File: src/rtl/ps2_defs.sv
// Shared PS/2 receiver definitions: prefix codes, FSM encoding and event word layout.
package ps2_defs;

  localparam logic [7:0] PS2_PFX_EXT = 8'hE0;
  localparam logic [7:0] PS2_PFX_BRK = 8'hF0;

  typedef enum logic [1:0] {
    ST_IDLE   = 2'd0,
    ST_DATA   = 2'd1,
    ST_PARITY = 2'd2,
    ST_STOP   = 2'd3
  } ps2_state_e;

  typedef struct packed {
    logic       ext;
    logic       brk;
    logic [7:0] code;
  } ps2_evt_t;

  localparam int unsigned PS2_EVT_W = $bits(ps2_evt_t);

endpackage

File: src/rtl/event_fifo.sv
// Synchronous show-ahead FIFO; head, valid, level and flags are all registered.
module event_fifo #(
  parameter int unsigned WIDTH = 10,
  parameter int unsigned DEPTH = 8
) (
  input  logic                     clk,
  input  logic                     rst_n,
  input  logic                     push,
  input  logic [WIDTH-1:0]         push_data,
  input  logic                     pop,
  output logic [WIDTH-1:0]         rd_data,
  output logic                     rd_valid,
  output logic [$clog2(DEPTH):0]   level,
  output logic                     full,
  output logic                     empty
);

  localparam int unsigned AW = (DEPTH > 1) ? $clog2(DEPTH) : 1;
  localparam int unsigned LW = $clog2(DEPTH) + 1;

  logic [WIDTH-1:0] mem [DEPTH];
  logic [AW-1:0]    wr_ptr;
  logic [AW-1:0]    rd_ptr;
  logic [AW-1:0]    rd_nxt;
  logic [LW-1:0]    cnt_nxt;
  logic [WIDTH-1:0] head_nxt;
  logic             push_ok;
  logic             pop_ok;

  // Next head is precomputed so the show-ahead output can be a flop.
  always_comb begin
    pop_ok   = pop && !empty;
    push_ok  = push && (!full || pop_ok);
    rd_nxt   = rd_ptr + AW'(pop_ok);
    cnt_nxt  = level + LW'(push_ok) - LW'(pop_ok);
    head_nxt = '0;
    if (cnt_nxt != '0) begin
      if (push_ok && (rd_nxt == wr_ptr)) head_nxt = push_data;
      else                               head_nxt = mem[rd_nxt];
    end
  end

  always_ff @(posedge clk) begin
    if (push_ok) mem[wr_ptr] <= push_data;
  end

  always_ff @(posedge clk or negedge rst_n) begin
    if (!rst_n) begin
      wr_ptr   <= '0;
      rd_ptr   <= '0;
      level    <= '0;
      rd_data  <= '0;
      rd_valid <= 1'b0;
      full     <= 1'b0;
      empty    <= 1'b1;
    end else begin
      if (push_ok) wr_ptr <= wr_ptr + AW'(1);
      rd_ptr   <= rd_nxt;
      level    <= cnt_nxt;
      rd_data  <= head_nxt;
      rd_valid <= (cnt_nxt != '0);
      full     <= (cnt_nxt == LW'(DEPTH));
      empty    <= (cnt_nxt == '0);
    end
  end

endmodule

File: src/rtl/ps2_scan_receiver.sv
// PS/2 keyboard receiver: oversampled frame decode, watchdog, E0/F0 folding, event FIFO.
module ps2_scan_receiver
  import ps2_defs::*;
#(
  parameter int unsigned CLK_HZ     = 100000000,
  parameter int unsigned TIMEOUT_US = 2000,
  parameter int unsigned FIFO_DEPTH = 8
) (
  input  logic                        clk,
  input  logic                        rst_n,
  input  logic                        ps2Clk,
  input  logic                        ps2Data,
  input  logic                        evtReady,
  output logic                        evtValid,
  output logic [7:0]                  evtCode,
  output logic                        evtExt,
  output logic                        evtBreak,
  output logic [$clog2(FIFO_DEPTH):0] fifoLevel,
  output logic                        parityErr,
  output logic                        frameErr,
  output logic                        overflow
);

  localparam int unsigned TIMEOUT_CYC = CLK_HZ / 1000000 * TIMEOUT_US;
  localparam int unsigned WD_W        = $clog2(TIMEOUT_CYC + 1);

  logic            clk_s1, clk_s2, clk_prev;
  logic            dat_s1, dat_s2;
  logic            fe_c;
  ps2_state_e      state;
  logic [2:0]      bit_cnt;
  logic [7:0]      shreg;
  logic            par_bit;
  logic [WD_W-1:0] wd;
  logic            ext_pend, brk_pend;
  logic            push_q;
  ps2_evt_t        push_evt;
  ps2_evt_t        head;
  logic            fifo_full, fifo_empty, fifo_pop;

  // Synchronisers idle high to match the released bus.
  always_ff @(posedge clk or negedge rst_n) begin
    if (!rst_n) begin
      clk_s1   <= 1'b1;
      clk_s2   <= 1'b1;
      clk_prev <= 1'b1;
      dat_s1   <= 1'b1;
      dat_s2   <= 1'b1;
    end else begin
      clk_s1   <= ps2Clk;
      clk_s2   <= clk_s1;
      clk_prev <= clk_s2;
      dat_s1   <= ps2Data;
      dat_s2   <= dat_s1;
    end
  end

  assign fe_c = clk_prev & ~clk_s2;

  always_ff @(posedge clk or negedge rst_n) begin
    if (!rst_n) begin
      state     <= ST_IDLE;
      bit_cnt   <= '0;
      shreg     <= '0;
      par_bit   <= 1'b0;
      wd        <= '0;
      ext_pend  <= 1'b0;
      brk_pend  <= 1'b0;
      push_q    <= 1'b0;
      push_evt  <= '0;
      parityErr <= 1'b0;
      frameErr  <= 1'b0;
    end else begin
      parityErr <= 1'b0;
      frameErr  <= 1'b0;
      push_q    <= 1'b0;
      if (state == ST_IDLE) begin
        wd <= '0;
        if (fe_c && !dat_s2) begin
          state   <= ST_DATA;
          bit_cnt <= '0;
          shreg   <= '0;
        end
      end else if (fe_c) begin
        wd <= '0;
        unique case (state)
          ST_DATA: begin
            shreg   <= {dat_s2, shreg[7:1]};
            bit_cnt <= bit_cnt + 3'd1;
            if (bit_cnt == 3'd7) state <= ST_PARITY;
          end
          ST_PARITY: begin
            par_bit <= dat_s2;
            state   <= ST_STOP;
          end
          default: begin
            state <= ST_IDLE;
            if (!dat_s2) begin
              frameErr <= 1'b1;
              ext_pend <= 1'b0;
              brk_pend <= 1'b0;
            end else if (!(^{shreg, par_bit})) begin
              parityErr <= 1'b1;
              ext_pend  <= 1'b0;
              brk_pend  <= 1'b0;
            end else if (shreg == PS2_PFX_EXT) begin
              ext_pend <= 1'b1;
            end else if (shreg == PS2_PFX_BRK) begin
              brk_pend <= 1'b1;
            end else begin
              push_q   <= 1'b1;
              push_evt <= '{ext: ext_pend, brk: brk_pend, code: shreg};
              ext_pend <= 1'b0;
              brk_pend <= 1'b0;
            end
          end
        endcase
      end else if (wd == WD_W'(TIMEOUT_CYC - 1)) begin
        // Stalled frame: abandon the partial byte and any pending prefix.
        frameErr <= 1'b1;
        state    <= ST_IDLE;
        wd       <= '0;
        ext_pend <= 1'b0;
        brk_pend <= 1'b0;
      end else begin
        wd <= wd + WD_W'(1);
      end
    end
  end

  assign fifo_pop = evtReady & ~fifo_empty;

  always_ff @(posedge clk or negedge rst_n) begin
    if (!rst_n) overflow <= 1'b0;
    else        overflow <= push_q & fifo_full & ~fifo_pop;
  end

  event_fifo #(
    .WIDTH (PS2_EVT_W),
    .DEPTH (FIFO_DEPTH)
  ) u_fifo (
    .clk       (clk),
    .rst_n     (rst_n),
    .push      (push_q),
    .push_data (push_evt),
    .pop       (fifo_pop),
    .rd_data   (head),
    .rd_valid  (evtValid),
    .level     (fifoLevel),
    .full      (fifo_full),
    .empty     (fifo_empty)
  );

  assign evtCode  = head.code;
  assign evtExt   = head.ext;
  assign evtBreak = head.brk;

endmodule

File: config.mk
export PLATFORM = sky130hd
export DESIGN_NAME = ps2_scan_receiver
export DESIGN_NICKNAME = d
export VERILOG_FILES = /design/src/rtl/ps2_defs.sv /design/src/rtl/event_fifo.sv /design/src/rtl/ps2_scan_receiver.sv
export SDC_FILE = /design/constraint.sdc
export NUM_CORES = 1
export LEC_CHECK = 0
export ABC_AREA = 1
export BUFFER_PORTS_ARGS = -buffer_cell sky130_fd_sc_hd__buf_2
export CAP_MARGIN = 20
export CORE_ASPECT_RATIO = 0.8
export CORE_MARGIN = 2
export CORE_UTILIZATION = 45
export CTS_CLUSTER_SIZE = 12
export DETAILED_ROUTE_END_ITERATION = 6
export SETUP_SLACK_MARGIN = 0.02
export SLEW_MARGIN = 15
export SYNTH_ARGS = -nofsm -noshare
export SYNTH_HDL_FRONTEND = slang
export SYNTH_SLANG_ARGS = --single-unit
export TNS_END_PERCENT = 30
File: constraint.sdc
create_clock -name clk -period 4.63 [get_ports clk]
set_input_delay 0.926 -clock clk [delete_from_list [all_inputs] [get_ports clk]]
set_output_delay 0.926 -clock clk [all_outputs]
set_load 0.01 [all_outputs]
Yosys cells after proc, flatten, opt, wreduce, memory -nomap -nowiden

Memories as Yosys holds them, arrays and structs flattened.
Cells that the tools add are included.
W data, S select, Z words.

Register bits after elaboration: 76
Memories: 1
Memory bits (writable): 80
Bits of input ports: 5
Output and inout bits: 18
Logic and storage cells: 131

Memory list:

| memory     | words | bits a word | rd ports | clocked after Yosys merged registers in | wr ports | line             | text |
|---|---|---|---|---|---|---|---|
| u_fifo.mem | 8     | 10          | 1        | 0                                       | 1        | event_fifo.sv:21 | `logic [WIDTH-1:0] mem [DEPTH];` |

Reduce and logical (&&, ||, !) cells: 23
Bitwise gates (word level): 11
$add $sub $neg: 6
Eq/ne operators: 13
Multiplexer cells: 51

Operators by type and width:

| cell                    | count |
|---|---|
| $mux W18                | 3 |
| $mux W1                 | 32 |
| $mux W8                 | 4 |
| $mux W10                | 2 |
| $add A18 B1 Y18 const B | 1 |
| $eq A18 B18 Y1 const B  | 1 |
| $eq A8 B8 Y1 const B    | 2 |
| $mux W3                 | 4 |
| $mux W2                 | 5 |
| $reduce_and A3 Y1       | 3 |
| $reduce_xor A9 Y1       | 1 |
| $ne A4 B4 Y1 const B    | 2 |
| $reduce_and A4 Y1       | 2 |
| $not A1 Y1              | 7 |
| $reduce_and A7 Y1       | 1 |
| $add A3 B1 Y3 const B   | 2 |
| $reduce_bool A2 Y1      | 3 |
| $ne A5 B5 Y1 const B    | 1 |
| $add A4 B1 Y4           | 1 |
| $and A1 B1 Y1           | 4 |
| $eq A4 B4 Y1 const B    | 1 |
| $logic_and A1 B1 Y1     | 4 |
| $logic_not A4 Y1        | 1 |
| $pmux W2 S2             | 1 |
| other kinds (14)        | 16 |

Longest topological paths before layout

Word-level depth: 9
Gate-level depth with buffers: 15
Gate-level depth less buffers: 14

Modules after synthesis

From an unflattened synthesis, not the netlist that was laid out.

Cells, all modules: 744
Area total of the unflattened synthesis: 7,050.5 µm²

By module, submodules not included:

| module            | cells an instance | area an instance (µm²) | sequential area each (µm²) | instances |
|---|---|---|---|---|
| event_fifo        | 428               | 4,444.3                | 2,979.1                    | 1 |
| ps2_scan_receiver | 316               | 2,606.2                | 1,332.5                    | 1 |

Worst setup path before layout

OpenSTA, ideal clock, no wires.

Path type: input port to flip-flop
Start: input port evtReady
End: register u_fifo.rd_data[0]
Data required time: 4,493 ps
Cell stages on the path: 15
Library setup time: 137 ps
Arrival: 2,739 ps
Setup slack: 1,754 ps
Path buffers: 1
Cells stage by stage: inv_1 nor2_1 ha_1 inv_1 ha_1 inv_1 fa_1 inv_1 nor3_1 inv_1 nor2_1 inv_1 buf_2 o21ai_0 a21oi_1

Cells in the longest elaborated chain, start to end: 8
Elaborated cells between the ends (all ways): 13
Those cells by class: add/sub (3); eq/ne (1); mux (2); bitwise (1); reduce/logical (5); memory (1)

RTL lines:

| item                         | line                     | text |
|---|---|---|
| start, declared              | ps2_scan_receiver.sv:13  | `input logic evtReady,` |
| $and A1 B1 Y1 *              | ps2_scan_receiver.sv:131 | `assign fifo_pop = evtReady & ~fifo_empty;` |
| $logic_and A1 B1 Y1 *        | event_fifo.sv:32         | `pop_ok = pop && !empty;` |
| $logic_or A1 B1 Y1           | event_fifo.sv:33         | `push_ok = push && (!full \|\| pop_ok);` |
| $logic_and A1 B1 Y1          | event_fifo.sv:33         |  |
| $add A4 B1 Y4                | event_fifo.sv:35         | `cnt_nxt = level + LW'(push_ok) - LW'(pop_ok);` |
| $sub A4 B1 Y4 *              | event_fifo.sv:35         |  |
| named net u_fifo.cnt_nxt[1]  | event_fifo.sv:25         | `logic [LW-1:0] cnt_nxt;` |
| $reduce_bool A4 Y1 *         | event_fifo.sv:37         | `if (cnt_nxt != '0) begin` |
| $mux W10 *                   | event_fifo.sv:37         |  |
| named net u_fifo.head_nxt[0] | event_fifo.sv:26         | `logic [WIDTH-1:0] head_nxt;` |
| end signal, assigned         | event_fifo.sv:60         | `rd_data <= head_nxt;` |
| end, declared                | event_fifo.sv:11         | `output logic [WIDTH-1:0] rd_data,` |

Mark *: on every way through the listed nets, which the timed path passes. The rest lies on a longest branch.
A chain may end at the register's enable or synchronous reset.

Worst setup path in the final report

Start: input port evtReady
End: register u_fifo.rd_data[1]

Elaborated cells between the ends (all ways): 13
Those cells by class: add/sub (3); eq/ne (1); mux (2); bitwise (1); reduce/logical (5); memory (1)

RTL lines:

| item                                                   | line                     | text |
|---|---|---|
| $and A1 B1 Y1 *                                        | ps2_scan_receiver.sv:131 |  |
| $logic_and A1 B1 Y1 *                                  | event_fifo.sv:32         |  |
| $add A3 B1 Y3 *                                        | event_fifo.sv:34         | `rd_nxt = rd_ptr + AW'(pop_ok);` |
| named net u_fifo.rd_nxt[1]                             | event_fifo.sv:24         | `logic [AW-1:0] rd_nxt;` |
| branches (longest 2 deep; another with $mem_v2 Z8 W10) | -                        |  |
| $mux W10 *                                             | event_fifo.sv:38         | `if (push_ok && (rd_nxt == wr_ptr)) head_nxt = push_data;` |
| $mux W10 *                                             | event_fifo.sv:37         |  |
| named net u_fifo.head_nxt[1]                           | event_fifo.sv:26         |  |

Mark *: on every way through the listed nets, which the timed path passes.

==> flow_metrics.tcl <==
set metrics [dict create \
    ys_warn_count 0 \
    tightest_slew_ns 1.03 \
    antenna_cells 0 \
    grt_start_max_net_pins 77 \
    die_h_um 114 \
    fmax_ghz 0.320 \
    route.vias.total 4725 \
    start_util_pct 45.6 \
    finalSetupTns_ns 0 \
    drc 0 \
    clockBufferDepth 2 \
    fin_util_pct 51.4 \
    layout.nets 716 \
    fin_crit_ns 3.13 \
    grtUsageTotal_pct 19.1 \
    synth_enable_flop_cells 80 \
    synth_seq_cells 156 \
    grt_pass1_wl_mm 23.4 \
    startpoint_type "primary input" \
    hold-worst-slack_ns 0.356 \
    ir_worst_vdd_uv 295 \
    core_area_mm2 0.0149 \
    final_layout_size_suffix_gt1_share_pct 11.8 \
    path_cells "buf_2, inv_1, nor2_1, ha_1, ha_1, buf_4, xor2_1, nor3_1, nand3_1, o21ai_0, a21oi_1" \
    fin_skew_ns 0.00705 \
    hold_buffers 0 \
    hold_viol_final 0 \
    slew_headroom_pct 31.2 \
    syn_avg_cell_area_um2 10.1 \
    worst_setup_path_end_kind "register" \
    ant_nets 0 \
    clockRootBuffer "clkbuf_16" \
    drtIter0Drc 359 \
    io_pins 23 \
    synth-seq-area-share_pct 63.5 \
    crit_top_cell "ha_1" \
    synth_area_mm2 0.00679 \
    postCtsSetupRepairBufs 0 \
    clock_latency_ns 0.43 \
    synth_area_leader_cell "edfxtp_1" \
    routabilityCongestion 0.897 \
    clkSlewWorstSetupHoldPaths_ns 0.06 \
    row_count 40 \
    seqPwrFrac_pct 38.5 \
    cap_violations 0 \
    dpl.hpwl_mm 9.58 \
    cts_buffers 17 \
    p_switching_w 0.00186 \
    holdCritPathClass "reg2reg" \
    fin_crit_sh_pct 67.6 \
    setup_slack_ns 1.50 \
    fp.dieW_um 141 \
    syn_nets 691 \
    p_comb_share_pct 34.8 \
    status "finished clean" \
    place_ws_ns 1.18 \
    synth_area_leaders "edfxtp_1, dfrtp_1, nand2_1" \
    via_per_inst 5.26 \
    dieArea_mm2 0.0161 \
    synth_cells 671 \
    io_buffers 22 \
    syn2layout_area_growth_pct 12.6 \
    worstPathArrival_ns 3.39 \
    globalRouteOverflowTotal 0 \
    final_max_slew_viol_count 0 \
    powerDensity_mw_per_mm2 656 \
    wirelength_mm 14.3 \
    antenna_found_initial 0 \
    p_clk_share_pct 26.7 \
    cp_max_fo 20 \
    rsz0062_at_grt "no" \
    synth.distinct_cells 34 \
    critPathSlowestCell "nand3_1" \
    grt_pass1_vias 4562 \
    cp_top_family "simple AND/OR/NAND/NOR gates" \
    htreeDepth 4 \
    setup_violations 0 \
    leakagePower_nw 3.26 \
    wl_per_cell_um 15.9 \
    dr.pass1.iters 6 \
    yosysTopAreaCellShare_pct 35.4 \
    crit_type "in2reg" \
    cts_resized 0 \
    synth_flop_cell "edfxtp_1" \
    cts_tree "built" \
    required_ns 4.89 \
    fillers 1308 \
    clock_sinks 156 \
    p_sw_share_pct 37.2 \
    p_int_w 0.00315 \
    slowest_delay_ns 0.48 \
    worst-path-buf-inv 3 \
    synthArstFlopShare_pct 48.7 \
]
-- cell usage after synthesis, types with 2 or more instances --
master,instances
nand3_1,73
nor4_1,2
nor3_1,10
dfrtp_1,70
o21ai_0,25
nor2_1,46
nand2_1,167
nor2_2,2
nand2_2,2
ha_1,14
nand4_1,6
nand3_2,3
buf_1,2
inv_1,57
buf_2,9
dfstp_2,6
clkbuf_1,9
edfxtp_1,80
o21ai_1,9
xnor2_1,7
a21oi_1,43
or2_2,11
buf_6,2
xor2_1,6
-- per-layer routing --
metal / routed length (um) / up-vias / GRT usage (%)
met4: 214 / 0 / 6.60
met5: 0 / - / 0
met2: 6240 / 126 / 28.7
met1: 7090 / 2295 / 27.2
met3: 727 / 18 / 4.62
li1: - / 2286 / -
-- final timing paths --
check | startpoint | end | slack [ns] | cells past startpoint
max in group asynchronous | rst_n | u_fifo.rd_data[1]$_DFF_PN0_ | 3.35 | 1
setup reg to reg | u_fifo.empty$_DFF_PN1_ | u_fifo.rd_data[1]$_DFF_PN0_ | 1.67 | 9
hold reg to reg | clk_s1$_DFF_PN1_ | clk_s2$_DFF_PN1_ | 0.36 | 0
hold / removal | clk_s1$_DFF_PN1_ | clk_s2$_DFF_PN1_ | 0.36 | 0
min in group asynchronous | rst_n | wd[14]$_DFF_PN0_ | 0.64 | 1
setup / recovery | evtReady | u_fifo.rd_data[1]$_DFF_PN0_ | 1.50 | 11
-- metrics by stage --
stage	cells	total power, W	area (um^2)
2_1_floorplan	671	0.00316	6790
3_3_place_gp	865	0.00363	7060
3_5_place_dp	866	0.00368	7070
4_1_cts	898	0.00503	7640
5_1_grt	898	0.00535	7640
6_report	898	0.00501	7640
-- cell usage in the layout (no fill, tap or decap), types with 4 or more instances in the layout --
cell type and instances:
inv_1 57, or2_2 11, a21oi_1 43, buf_2 21, nand2_1 167, buf_4 7, clkbuf_16 17, nor2_1 46
xor2_1 6, edfxtp_1 80, o21ai_1 9, nand4_1 6, clkinvlp_4 4, nor3_1 10, xnor2_1 7, dfstp_2 6
ha_1 14, dfrtp_1 70, o21ai_0 25, nand3_1 73
-- cells by family after synthesis --
group	synth area share [%]
xor gates and xnor gates	1.68
adders and majority gates	2.88
buffers and inverters	4.92
and+or+nand+nor	20.9
AOI/OAI and AO/OA	6.12
DFF	63.5
-- final cells by class --
cell class	instances	area, um^2	area share [%]
sequential	156	4310	56.4
clock inverter	13	125	1.64
clock buffer	19	443	5.80
multi-input combinational	434	2140	28.0
inverter	58	218	2.85
timing repair buffer	29	169	2.21
tap	189	236	3.09
-- power groups by stage --
stage	sequential, W	combinational, W	clock, W
CTS	0.00193	0.00174	0.00136
floorplan	0.00191	0.00126	0
detailed placement	0.00195	0.00172	0
global placement	0.00194	0.00168	0
finish	0.00193	0.00174	0.00134
global route	0.00195	0.00199	0.00141
-- sequential cells by signal, summed over array words and instances (netlist names), 2 cells and up --
register and cells:
bit_cnt 3, wd 18, u_fifo.rd_ptr 3, u_fifo.rd_data 10, push_evt 10, shreg 8, u_fifo.mem 80, u_fifo.level 4
state 2, u_fifo.wr_ptr 3
-- worst reg2reg max path, stage by stage (launching register included) --
cell and delay [ns]:
dfstp_2 0.54, nor2_1 0.08, ha_1 0.19, ha_1 0.39
buf_4 0.25, xor2_1 0.18, nor3_1 0.20, nand3_1 0.48
o21ai_0 0.40, a21oi_1 0.10
(Power assumes the default switching activity.)
